<file path="src/rtl/screen_compositor_pkg.sv">
// screen_pkg: shared constants and the double-dabble step for the screen compositor
package screen_pkg;
    localparam logic [1:0] TITLE = 2'd0;
    localparam logic [1:0] PLAY  = 2'd1;
    localparam logic [1:0] OVER  = 2'd2;

    localparam logic [7:0] BG_COLOUR_DEF = 8'h00;
    localparam logic [7:0] TRANSP_DEF    = 8'hE3;

    localparam int DIGIT_W = 8;
    localparam int DIGIT_N = 10;

    localparam logic [1:0] S_IDLE   = 2'd0;
    localparam logic [1:0] S_SHIFT  = 2'd1;
    localparam logic [1:0] S_COMMIT = 2'd2;

    // One double-dabble iteration on {tens, ones, binary}: correct nibbles >= 5, then shift left
    function automatic logic [14:0] dd_step(input logic [14:0] v);
        logic [14:0] a;
        a = v;
        if (a[14:11] >= 4'd5) a[14:11] = a[14:11] + 4'd3;
        if (a[10:7]  >= 4'd5) a[10:7]  = a[10:7]  + 4'd3;
        return {a[13:0], 1'b0};
    endfunction
endpackage

</file>
<file path="src/rtl/screen_compositor_bin2bcd_seq.sv">
// bin2bcd_seq: 7-bit binary to two BCD digits, one double-dabble shift per cycle
module bin2bcd_seq
    import screen_pkg::*;
(
    input  logic       i_clk,
    input  logic       i_rst,
    input  logic       i_start,
    input  logic [6:0] i_bin,
    output logic [7:0] o_bcd,
    output logic       o_busy,
    output logic       o_done
);
    logic [1:0]  r_state;
    logic [14:0] r_work;
    logic [2:0]  r_cnt;

    // Converter FSM: capture on start when idle, seven shifts, then one commit cycle
    always_ff @(posedge i_clk or negedge i_rst) begin
        if (!i_rst) begin
            r_state <= S_IDLE;
            r_work  <= '0;
            r_cnt   <= '0;
        end else begin
            case (r_state)
                S_IDLE: if (i_start) begin
                    r_work  <= {8'd0, i_bin};
                    r_cnt   <= '0;
                    r_state <= S_SHIFT;
                end
                S_SHIFT: begin
                    r_work  <= dd_step(r_work);
                    r_cnt   <= r_cnt + 3'd1;
                    r_state <= (r_cnt == 3'd6) ? S_COMMIT : S_SHIFT;
                end
                default: r_state <= S_IDLE;
            endcase
        end
    end

    assign o_bcd  = r_work[14:7];
    assign o_busy = (r_state != S_IDLE);
    assign o_done = (r_state == S_COMMIT);
endmodule

</file>
<file path="src/rtl/screen_compositor.sv">
// screen_compositor: layer selection by game state, per-frame score to BCD, registered pixel out
module screen_compositor
    import screen_pkg::*;
#(
    parameter logic [7:0] BG_COLOUR = BG_COLOUR_DEF,
    parameter logic [7:0] TRANSP    = TRANSP_DEF,
    parameter int         SCORE_MAX = 99
) (
    input  logic                       i_clk,
    input  logic                       i_rst,
    input  logic                       i_aactive,
    input  logic                       i_frame_start,
    input  logic [1:0]                 i_game_state,
    input  logic [6:0]                 i_score,
    input  logic                       i_bspriteon,
    input  logic [7:0]                 i_bdata,
    input  logic                       i_gspriteon,
    input  logic [7:0]                 i_gdata,
    input  logic                       i_tens_on,
    input  logic                       i_ones_on,
    input  logic [DIGIT_N*DIGIT_W-1:0] i_digit_data,
    output logic [7:0]                 o_pixel,
    output logic [3:0]                 o_tens,
    output logic [3:0]                 o_ones,
    output logic                       o_score_busy
);
    logic [6:0]         w_score_sat;
    logic [7:0]         w_bcd;
    logic               w_done;
    logic [DIGIT_W-1:0] w_digit [DIGIT_N];
    logic [7:0]         w_tens_px, w_ones_px, w_sel;
    logic               w_b_op, w_g_op, w_t_op, w_o_op;
    logic [3:0]         r_tens, r_ones;
    logic [7:0]         r_pixel;

    assign w_score_sat = (i_score > 7'(SCORE_MAX)) ? 7'(SCORE_MAX) : i_score;

    bin2bcd_seq u_bcd (
        .i_clk   (i_clk),
        .i_rst   (i_rst),
        .i_start (i_frame_start),
        .i_bin   (w_score_sat),
        .o_bcd   (w_bcd),
        .o_busy  (o_score_busy),
        .o_done  (w_done)
    );

    // Displayed digits change only on the commit cycle so no partial result is ever shown
    always_ff @(posedge i_clk or negedge i_rst) begin
        if (!i_rst) begin
            r_tens <= '0;
            r_ones <= '0;
        end else if (w_done) begin
            r_tens <= w_bcd[7:4];
            r_ones <= w_bcd[3:0];
        end
    end

    for (genvar d = 0; d < DIGIT_N; d++) begin : g_dig
        assign w_digit[d] = i_digit_data[d*DIGIT_W +: DIGIT_W];
    end

    assign w_tens_px = w_digit[r_tens];
    assign w_ones_px = w_digit[r_ones];
    assign w_b_op    = i_bspriteon && (i_bdata   != TRANSP);
    assign w_g_op    = i_gspriteon && (i_gdata   != TRANSP);
    assign w_t_op    = i_tens_on   && (w_tens_px != TRANSP);
    assign w_o_op    = i_ones_on   && (w_ones_px != TRANSP);

    assign w_sel = !i_aactive                 ? 8'h00 :
                   (i_game_state == TITLE)    ? (w_b_op ? i_bdata : BG_COLOUR) :
                   (i_game_state == PLAY)     ? (w_t_op ? w_tens_px : w_o_op ? w_ones_px : BG_COLOUR) :
                   (i_game_state == OVER)     ? (w_t_op ? w_tens_px : w_o_op ? w_ones_px :
                                                 w_g_op ? i_gdata : BG_COLOUR) :
                                                BG_COLOUR;

    // Single output pipeline stage
    always_ff @(posedge i_clk or negedge i_rst) begin
        if (!i_rst) r_pixel <= 8'h00;
        else        r_pixel <= w_sel;
    end

    assign o_pixel = r_pixel;
    assign o_tens  = r_tens;
    assign o_ones  = r_ones;
endmodule

</file>
<file path="config.mk">
export PLATFORM = sky130hd
export DESIGN_NAME = screen_compositor
export DESIGN_NICKNAME = d
export VERILOG_FILES = /design/src/rtl/screen_compositor_pkg.sv /design/src/rtl/screen_compositor_bin2bcd_seq.sv /design/src/rtl/screen_compositor.sv
export SDC_FILE = /design/constraint.sdc
export NUM_CORES = 1
export LEC_CHECK = 0
export BUFFER_PORTS_ARGS = -buffer_cell sky130_fd_sc_hd__clkbuf_2
export CELL_PAD_IN_SITES_DETAIL_PLACEMENT = 0
export CELL_PAD_IN_SITES_GLOBAL_PLACEMENT = 2
export CORE_MARGIN = 5
export CORE_UTILIZATION = 33
export DETAILED_ROUTE_END_ITERATION = 6
export PLACE_DENSITY_LB_ADDON = 0.1
export SETUP_SLACK_MARGIN = 0.05
export SLEW_MARGIN = 40
export SYNTH_ARGS = -nofsm -noshare
export SYNTH_HDL_FRONTEND = slang
export SYNTH_HIERARCHICAL = 1
export SYNTH_SLANG_ARGS = --single-unit
</file>
<file path="constraint.sdc">
create_clock -name i_clk -period 5.79 [get_ports i_clk]
set_input_delay 0.579 -clock i_clk [delete_from_list [all_inputs] [get_ports i_clk]]
set_output_delay 0.579 -clock i_clk [all_outputs]
set_load 0.1 [all_outputs]
</file>
==> results.cfg <==
[run_status]
outcome = finished clean

[synthesis]
synth_nets = 464
async_flop_share_pct = 100.0
synth_fa_ha_area_share_pct = 2.730
ys_seq_area_share_pct = 25.20
syn_area_um2 = 3575
ys_warn_count = 6
synth-xor-area-share_pct = 0.2450
synth_area_per_cell_um2 = 10.36
synth_compound_area_share_pct = 17.82
synth_top_area_cell = dfrtp_1
netlist_instances = 345
synth_top_family_by_area = multiplexers
synth-main-ff-cell = dfrtp_1
post_synth_num_cell_types = 60
synth_edf_count = 0
synth_top_area_share_pct = 25.20
yosys.area_share.simple_pct = 14.70
synth.area.top_cells = dfrtp_1 25%, mux4_2 11%, mux2i_1 8.4%
synth_seq_cells = 36
synthMuxAreaShare_pct = 31.08

[critical_path]
crit_path_start_kind = register
cp_slowest_cell = mux4_2
cp-startpoint = o_tens[0]$_DFFE_PN0P_
critPathMaxFanout = 26
cpPeakStageDelay_ns = 0.56
critPathTopFamily = compound AO/OA/AOI/OAI gates
crit_chain = buf_4, mux4_2, a22oi_1, o21ai_0, or4_4, o21ai_4, a32oi_1, maj3_2, a21oi_2
critPathRequiredTime_ns = 6.01
r2r_slack_ns = 2.52
endpoint_kind = register
reg2reg_from = o_tens[0]$_DFFE_PN0P_
cp_num_buf_inv = 1
cp.arrival_ns = 3.50
crit_type = register to register

[pwr]
p_switching_uw = 974.9
power-per-cell-area_nw_per_um2 = 446.3
p_sw_share_pct = 51.04
clkPwrFrac_pct = 10.2
leakage_nw = 1.887
share_seq_of_total_power_pct = 26.5
ir_drop_v = 0.0002271
power_mw = 1.910
p_int_uw = 935.3
p_comb_share_pct = 63.3

[global_route]
grt_pass1_wl_um = 17620
grt.overflow.total = 0
grt_pass1_vias = 3279
antenna_found_initial = 0
track_usage_pct = 17.20
grt_max_degree = 37

[detailed_routing]
via_per_inst = 5.375
drtIter0Drc = 155
final_antenna_net_count = 0
via_count = 3198
wl_per_cell_um = 18.74
drc_errors = 0
wirelength_um = 11150
first_pass_iters = 4

[clocking]
htreeDepth = 2
numCtsBuffers = 5
path_clk_slew_ns = 0.08
cts_tree = done
cts_buffer_depth = 2
cts_root_buf = clkbuf_8
cts-hold-fix-buffers = 0
cts.sinks = 36
ctsResizeCount = 0
cts_setup_buffers = 0
clk-insertion-delay-late_ns = 0.29

[cells_and_area]
multiInputGateArea_um2 = 2391
regArea_um2 = 904.6
area_growth_pct = 19.74
layout-drive-gt1-share_pct = 41.32
final_net_count = 573
nFillCells = 1117
antenna_cells = 0
final_util_pct = 39.83

[floorplan]
start_util_pct = 33.27
die_y_um = 114.1
die_area_um2 = 13010
rows = 38
coreArea_um2 = 10750
die_w_um = 114.1
ioPinCount = 130

[place]
io_buffers = 129
hpwl_um = 9004
place.gp.congestion = 0.7663

[timing]
fin_skew_ns = 0.009836
fin_crit_ns = 3.275
slew_violations = 0
slew_headroom_pct = 48.27
max_freq_ghz = 0.3054
tightest_slew_ns = 0.7759
fin_crit_sh_pct = 56.56
setup_viol = 0
setup-tns-final_ns = 0
rsz0062_at_grt = false
final_hold_viol_count = 0

[hold_path]
hold_class = primary input to asynchronous set/reset pin

[run]
drv_cap = 0
layer usage:
layer  vias up  GRT usage (%)  part of all wire, %
li1       1541              -                    -
met1      1556          23.70                   44
met2        92          28.26                   49
met3         9          3.436                  5.8
met4         0          3.405                  1.3
met5         -              0                    0
synthesized netlist by cell type (4+ instances only):
cell type and n:
mux2_2 15, a21oi_1 11, nand2b_1 9, nand3_1 4
mux4_2 18, o22ai_1 6, nor2_1 8, a221oi_1 4
a22oi_1 12, nor2b_1 15, ha_1 6, buf_4 9
buf_2 4, nand2_1 40, dfrtp_1 36, clkbuf_1 6
mux4_1 9, o21ai_0 20, and2_1 5, buf_6 6
inv_1 13, mux2i_1 30
state kept, by name, summed over array words and instances, names as in the netlist:
signal	flops
u_bcd/r_work	15
o_ones	4
o_pixel	8
u_bcd/r_state	2
o_tens	4
u_bcd/r_cnt	3
power by group through the flow:
stage | registers (mW) | logic [mW] | clock network [mW]
after CTS | 0.511 | 1.22 | 0.203
after global routing | 0.534 | 1.32 | 0.215
after floorplan | 0.626 | 0.894 | 0
final | 0.507 | 1.21 | 0.194
after global placement | 0.511 | 1.21 | 0
after detailed placement | 0.515 | 1.22 | 0
placed cells by master, fill, tap and decap left out, drive strengths merged, types with 5 or more instances in the layout:
cell type / count
o21ai: 22
o22ai: 6
mux2: 15
nand2: 40
nor2b: 15
inv: 13
mux4: 27
a22oi: 12
ha: 6
a21oi: 13
and2: 5
clkbuf: 135
mux2i: 30
nand2b: 9
dfrtp: 36
nor2: 8
cells by family (layout without fill, tap and decap cells):
group                    after synthesis  after routing
flip-flops                            36             36
buffers and inverters                 42            152
XOR/XNOR                               1              1
adder cells (fa/ha/maj)                8              8
AO/OA/AOI/OAI                         88             88
AND/OR/NAND/NOR                       98             98
multiplexers                          72             72
worst register-to-register path: stages, from the launching register on:
cell	delay, ns
dfrtp_1	0.33
buf_4	0.38
mux4_2	0.58
a22oi_1	0.26
o21ai_0	0.19
or4_4	0.56
o21ai_4	0.27
a32oi_1	0.18
maj3_2	0.34
a21oi_2	0.12
metrics by stage:
| stage | hold WS, ns | instance area [um2] | setup slack (ns) | cells |
|---|---|---|---|---|
| floorplan | 0.2834 | 3575 | 2.432 | 345 |
| global placement | 0.4672 | 4170 | 2.452 | 587 |
| detailed placement | 0.4741 | 4175 | 2.534 | 587 |
| CTS | 0.2956 | 4273 | 2.500 | 595 |
| global route | 0.3261 | 4280 | 2.363 | 595 |
| finish | 0.2855 | 4280 | 2.515 | 595 |
final timing paths:
kind / endpoint / cells after the start
hold reg to reg: u_bcd/r_work[6]$_DFFE_PN0P_ / 2
max in group asynchronous: o_ones[0]$_DFFE_PN0P_ / 1
setup / recovery: o_pixel[3]$_DFF_PN0_ / 9
hold / removal: u_bcd/r_work[12]$_DFFE_PN0P_ / 1
setup reg to reg: o_pixel[3]$_DFF_PN0_ / 9
min in group i_clk: u_bcd/r_work[6]$_DFFE_PN0P_ / 2
final cells by class:
type / count / area share (%)
tap: 140 / 4.092
timing repair buffer: 131 / 15.49
multi-input combinational: 267 / 55.86
inverter: 13 / 1.140
clock inverter: 2 / 0.3508
clock buffer: 6 / 1.929
sequential: 36 / 21.13
No activity file was read; power rests on OpenSTA's default activity.
